===== src/rtl/fetch_stage.sv =====
// fetch_stage: owns the PC, captures ROM output into the IR with stall/redirect handling.
// Optional feature macro: JMP_FOLD_EN (resolve JMP opcodes locally in fetch).
`default_nettype none

module fetch_stage #(
  parameter int                PC_W     = 8,
  parameter int                OP_W     = 16,
  parameter logic [PC_W-1:0]   RESET_PC = '0
) (
  input  logic              clk,
  input  logic              rst,
  output logic [PC_W-1:0]   pc,
  input  logic [OP_W-1:0]   op,
  input  logic              stall,
  input  logic              redirect,
  input  logic [PC_W-1:0]   redirect_pc,
  output logic [OP_W-1:0]   ir,
  output logic [PC_W-1:0]   ir_pc,
  output logic              ir_valid,
  output logic [15:0]       fetch_cnt
);

  typedef enum logic [1:0] {
    S_BOOT  = 2'd0,
    S_RUN   = 2'd1,
    S_HOLD  = 2'd2,
    S_FLUSH = 2'd3
  } state_t;

  state_t            state_q, state_d;
  logic [PC_W-1:0]   pc_q, pc_d;
  logic [OP_W-1:0]   ir_q, ir_d;
  logic [PC_W-1:0]   ir_pc_q, ir_pc_d;
  logic              valid_q, valid_d;
  logic [15:0]       cnt_q, cnt_d;
  logic              fold;

`ifdef JMP_FOLD_EN
  localparam logic [3:0] JMP_OPC = 4'hB;
  assign fold = (op[OP_W-1 -: 4] == JMP_OPC);
`else
  assign fold = 1'b0;
`endif

  always_ff @(posedge clk or posedge rst) begin
    if (rst) begin
      state_q <= S_BOOT;
      pc_q    <= RESET_PC;
      ir_q    <= '0;
      ir_pc_q <= '0;
      valid_q <= 1'b0;
      cnt_q   <= '0;
    end else begin
      state_q <= state_d;
      pc_q    <= pc_d;
      ir_q    <= ir_d;
      ir_pc_q <= ir_pc_d;
      valid_q <= valid_d;
      cnt_q   <= cnt_d;
    end
  end

  always_comb begin
    state_d = state_q;
    pc_d    = pc_q;
    ir_d    = ir_q;
    ir_pc_d = ir_pc_q;
    valid_d = valid_q;
    cnt_d   = cnt_q;
    unique case (state_q)
      S_BOOT: state_d = S_RUN;
      default: begin
        // FLUSH and HOLD-release both behave exactly like RUN.
        if (redirect) begin
          pc_d    = redirect_pc;
          valid_d = 1'b0;
          state_d = S_FLUSH;
        end else if (stall) begin
          state_d = S_HOLD;
        end else begin
          state_d = S_RUN;
          if (fold) begin
            pc_d    = op[PC_W+3:4];
            valid_d = 1'b0;
          end else begin
            ir_d    = op;
            ir_pc_d = pc_q;
            valid_d = 1'b1;
            pc_d    = pc_q + 1'b1;
            cnt_d   = (cnt_q == 16'hFFFF) ? cnt_q : cnt_q + 16'd1;
          end
        end
      end
    endcase
  end

  assign pc        = pc_q;
  assign ir        = ir_q;
  assign ir_pc     = ir_pc_q;
  assign ir_valid  = valid_q;
  assign fetch_cnt = cnt_q;

endmodule

`default_nettype wire


===== config.mk =====
export PLATFORM = sky130hd
export DESIGN_NAME = fetch_stage
export DESIGN_NICKNAME = d
export VERILOG_FILES = /design/src/rtl/fetch_stage.sv
export SDC_FILE = /design/constraint.sdc
export NUM_CORES = 1
export LEC_CHECK = 0
export CORE_ASPECT_RATIO = 1.25
export CORE_MARGIN = 10
export CORE_UTILIZATION = 35
export CTS_BUF_LIST = sky130_fd_sc_hd__clkbuf_8
export DETAILED_ROUTE_END_ITERATION = 16
export PLACE_DENSITY = 0.65
export SLEW_MARGIN = 20
export SYNTH_ARGS = -nofsm -noshare
export SYNTH_HDL_FRONTEND = slang
export SYNTH_SLANG_ARGS = --single-unit

===== constraint.sdc =====
create_clock -name clk -period 1.97 [get_ports clk]
set_clock_uncertainty 0.1 [all_clocks]
set_input_delay 0.197 -clock clk [delete_from_list [all_inputs] [get_ports clk]]
set_output_delay 0.197 -clock clk [all_outputs]
set_load 0.1 [all_outputs]

Word-level counts from Yosys, hierarchy flattened

Cells that the tools add are included.

Flip-flop bits (word level): 51
Bits in latches: 0
Bits in writable memories: 0
Memory bits (read-only): 0
Output and inout port bits: 49
Word-level logic and storage cells: 25
Memories kept: 0

Add/sub/neg operators: 2
Multiply operators: 0
Divide/modulo/power cells: 0
$lt $le $gt $ge: 0
Equality and inequality tests: 2
Shift operators: 0
Muxes and demuxes: 7
Bitwise operators: 4
Reduce and logical (&&, ||, !) cells: 4

Operators with widths:

| kind                    | count |
|---|---|
| $add A16 B1 Y16 const B | 1 |
| $eq A16 B16 Y1 const B  | 1 |
| $mux W8                 | 2 |
| $add A8 B1 Y8 const B   | 1 |
| $mux W2                 | 3 |
| $not A1 Y1              | 4 |
| $reduce_and A4 Y1       | 1 |
| $reduce_and A3 Y1       | 1 |
| $logic_not A2 Y1        | 1 |
| $mux W1                 | 2 |
| $ne A2 B1 Y1 const B    | 1 |
| $reduce_and A2 Y1       | 1 |

Longest topological paths before layout

Depth after elaboration: 3
Depth in mapped cells: 7
Depth with buffers taken out: 5

Least setup slack after synthesis

OpenSTA, ideal clock, no wires.

Path kind: register to register
From: register cnt_q[0] (netlist: fetch_cnt[0])
To: register cnt_q[14] (netlist: fetch_cnt[14])
Arrival time: 2.238 ns
Setup slack: -0.531 ns
Stages on the path, launching flop included: 7
Buffers on the path: 1
Cell sequence: dfrtp_1 ha_1 nand2_1 or4_1 buf_2 nor4_4 xor2_1

Longest elaborated chain between the ends: 3

Ends and longest elaborated chain:

| element                                                 | RTL line | source |
|---|---|---|
| from (decl)                                             | 35       | `logic [15:0] cnt_q, cnt_d;` |
| from (signal assigned)                                  | 59       | `cnt_q <= cnt_d;` |
| branches (longest 3 deep; another with $add A16 B1 Y16) | --       |  |

Several ways; the timed one is not identified.
A chain may end at the register's enable or synchronous reset.

Worst setup path in the final report

From: register state_q[1]
To: register cnt_q[11] (netlist: fetch_cnt[11])

Longest elaborated chain between the ends: 3

Ends and longest elaborated chain:

| element                     | RTL line | source |
|---|---|---|
| from (decl)                 | 30       | `state_t state_q, state_d;` |
| from (signal assigned)      | 54       | `state_q <= state_d;` |
| $logic_not A2 Y1            | 70       | `unique case (state_q)` |
| $not A1 Y1 (no line)        | --       |  |
| $reduce_and A4 Y1 (no line) | --       |  |

Every way passes these cells.

==> results.txt <==
----------------------------------------------------
[Worst hold path]
  Tightest Hold Check Type ... primary input to async pin

[Setup path]
  Crit path launch type ... register
  Category of the most critical setup path ... register to register
  Type of destination of the critical path ... register
  Crit path max fanout ... 8
  Data required time of the worst path ... 2.10 ns
  Worst EP arrival ... 1.90 ns
  CP Launch Point ... state_q[1]
  Critical R2R Launch ... state_q[1]

[Place]
  Final RePlAce weighted congestion ... 0.8128
  Number of buffer cells added on primary ports ... 76
  DPL Wire Length ... 4778 um
  Setup slack at placement ... 0.001043 ns

[CTS]
  CTS Root Cell ... sky130_fd_sc_hd__clkbuf_8
  Count of cells resized by post-cts repair ... 0
  Number of levels in the clock H-tree ... 2
  Clock input transition at the sequential cells of the worst setup and hold paths ... 0.10 ns
  Buffers inserted during post-CTS setup optimization ... 0
  CTS tree ... done
  Number of clock sinks ... 51
  Inserted Clock Buffers ... 5
  Later-pin clock latency in the skew report ... 0.30 ns
  Hold buffers post-CTS ... 0
  Largest buffer count on any clock path ... 2

[Run]
  Maximum Capacitance Violations ... 0

[Global routing]
  Gr usage total ... 12.14%
  Initial antenna violation count ... 0
  Number of global-route vias before repair ... 2038
  Grt met1 use ... 14.77%
  Final global-route overflow total ... 0
  Wire length of the first global-routing pass ... 10430 um
  Global Route met3 Usage ... 2.957%
  Layer with the highest usage after global routing ... met2
  Maximum number of pins on one net before global-route repair ... 24
  Routing usage on met2 ... 20.28%

[Logic synthesis]
  Top cells by area, synth ... sky130_fd_sc_hd__dfrtp_1, sky130_fd_sc_hd__nand2_1, sky130_fd_sc_hd__xor2_1, sky130_fd_sc_hd__mux2_2, sky130_fd_sc_hd__nor4_2
  Post-synthesis net count ... 262
  Number of enable flip-flop cells after synthesis ... 0
  Seq/Total Area, Yosys ... 54.14%
  Post-Synthesis Cell Area ... 2357 sq um
  Average cell area after synthesis ... 10.16 sq um
  Yosys cell types ... 38
  Count of yosys warnings during synthesis ... 0
  Instance count of the mapped netlist ... 232
  Primary flip-flop cell chosen by synthesis mapping ... sky130_fd_sc_hd__dfrtp_1
  Yosys top cell by area ... sky130_fd_sc_hd__dfrtp_1
  Proportion of synthesized flip-flops having asynchronous set or reset ... 100.0%
  Synth top area share ... 54.14%
  Number of synthesized register bits ... 51

[STA]
  Endpoints failing setup ... 0
  Hold Fails Final Rpt ... 0
  Final Max Tran Viols ... 0
  RSZ-0062 raised after global routing ... no
  Headroom to the max-slew limit ... 70.06%
  Shortest period the worst path allows ... 1.771 ns
  Transition time of the tightest slew-check pin ... 0.4484 ns
  Final worst slack ... 0.1987 ns
  Ratio of final minimum period to clock period ... 89.92%
  Max Clock Freq ... 564.5 MHz

[Power and ir drop]
  Pwr dens ... 1389 nW/um^2
  Combinational cell fraction of total power ... 51.9%
  Flop pwr share ... 31.9%
  P_leak ... 1.559 nW
  Switching power of the nets ... 0.002450 W
  Fraction of power spent switching nets ... 52.60%
  Internal portion of total power ... 0.002208 W
  VDD IR-drop max ... 0.0006482 V
  Clock power share ... 16.2%

[Floorplanning]
  Number of top-level pins ... 77
  Die span in x ... 93.41 um
  Floorplan Core Area ... 6565 sq um
  Starting density of the core ... 35.91%
  Overall die area ... 10440 sq um
  Vert. Die Dim ... 111.8 um
  Row Count ... 33

[Routing]
  Routed wirelength normalized by instance count ... 15.18 um
  Number of optimization iterations in the first detailed-route pass ... 4
  Via density per instance ... 4.775
  Post-detailed-route DRC marker count ... 0
  Total wire length ... 6146 um
  Drt initial violations ... 72
  Total via count after detailed routing ... 1934
  DRT antenna net count ... 0

[Layout]
  Post-layout util ... 51.10%
  Area growth from synthesis to layout ... 42.30%
  Most common library cell in the layout ignoring fill and taps ... sky130_fd_sc_hd__buf_4
  Most used cells in the layout excluding fill and tap cells ... sky130_fd_sc_hd__buf_4, sky130_fd_sc_hd__nand2_1, sky130_fd_sc_hd__dfrtp_1
  Final net count ... 347
  Fraction of final layout cells sized beyond drive strength 1 ... 35.53%
  Ant diodes ... 0

[Run status]
  Run status ... complete, no violations

----------------------------------------------------
-- stage by stage --
stage / cell area [sq um] / hold slack [ns] / total power (W) / cells / TNS (ns)
3_3_place_gp: 3237 / 0.3610 / 0.003928 / 397 / 0
2_1_floorplan: 2414 / 0.2024 / 0.003363 / 232 / -0.5872
4_1_cts: 3354 / 0.1242 / 0.004708 / 405 / 0
6_report: 3354 / 0.1157 / 0.004658 / 405 / 0
3_5_place_dp: 3237 / 0.3648 / 0.003952 / 397 / 0
5_1_grt: 3354 / 0.1504 / 0.004868 / 405 / 0
-- Yosys cell counts (2+ instances only) --
cell type	instances
sky130_fd_sc_hd__nor2_1	11
sky130_fd_sc_hd__xor2_1	10
sky130_fd_sc_hd__dfrtp_1	51
sky130_fd_sc_hd__a21oi_1	7
sky130_fd_sc_hd__xnor2_1	3
sky130_fd_sc_hd__and3_1	3
sky130_fd_sc_hd__mux2i_1	4
sky130_fd_sc_hd__clkbuf_1	5
sky130_fd_sc_hd__nor4_2	5
sky130_fd_sc_hd__or4_1	2
sky130_fd_sc_hd__o21ai_1	3
sky130_fd_sc_hd__o21ai_0	3
sky130_fd_sc_hd__nor4_1	3
sky130_fd_sc_hd__nand4_1	3
sky130_fd_sc_hd__nor2b_1	3
sky130_fd_sc_hd__ha_1	2
sky130_fd_sc_hd__inv_1	6
sky130_fd_sc_hd__a31oi_1	2
sky130_fd_sc_hd__nor3_1	5
sky130_fd_sc_hd__nand3_1	11
sky130_fd_sc_hd__nand2_1	60
sky130_fd_sc_hd__buf_2	6
sky130_fd_sc_hd__a211oi_2	3
sky130_fd_sc_hd__mux2_2	7
-- worst max-delay path, cell delays in order (launching register included) --
cell                       delay (ns)
sky130_fd_sc_hd__dfrtp_1         0.39
sky130_fd_sc_hd__nor2_1          0.13
sky130_fd_sc_hd__or4_1           0.47
sky130_fd_sc_hd__buf_4           0.18
sky130_fd_sc_hd__and4bb_1        0.29
sky130_fd_sc_hd__xor2_1          0.14
-- cell families after synthesis --
family | share of synthesized area (%)
AOI/OAI and AO/OA | 6.953
xor gates and xnor gates | 4.830
adders and majority gates | 1.061
buffers and inverters | 3.026
DFF | 54.14
muxes | 5.520
and+or+nand+nor | 24.47
-- final timing paths --
kind	to	slack (ns)	cells past startpoint
max reg2reg	fetch_cnt[11]	0.20	5
min in group clk	ir[5]	0.31	3
min reg2reg	ir[13]	0.38	2
max	fetch_cnt[11]	0.20	5
min	ir[8]	0.12	2
max in group asynchronous	pc[1]	1.12	3
-- metal layers --
layer,up-vias,share of wire [%]
met5,-,0
li1,960,-
met3,7,5.9
met1,923,42
met4,0,1.5
met2,44,51
-- power groups by stage --
stage	Clock [W]	Sequential [W]	Combinational [W]
floorplan	0	0.00299	0.000373
global placement	0	0.00150	0.00243
detailed placement	0	0.00151	0.00245
CTS	0.000773	0.00149	0.00245
global route	0.000817	0.00152	0.00253
finish	0.000755	0.00149	0.00242
-- sequential cells by signal, indices dropped and copies added, names as in the netlist --
register   count
ir            16
fetch_cnt     16
pc             8
ir_valid       1
ir_pc          8
state_q        2
-- area by class of cell --
class / instances / area [sq um]
multi-input combinational: 164 / 1046
tap: 87 / 108.9
timing repair buffer: 89 / 760.7
clock buffer: 6 / 82.58
sequential: 51 / 1299
clock inverter: 2 / 35.03
inverter: 6 / 22.52
fill: 617 / 3211
Power figures use the tool's default switching activity.
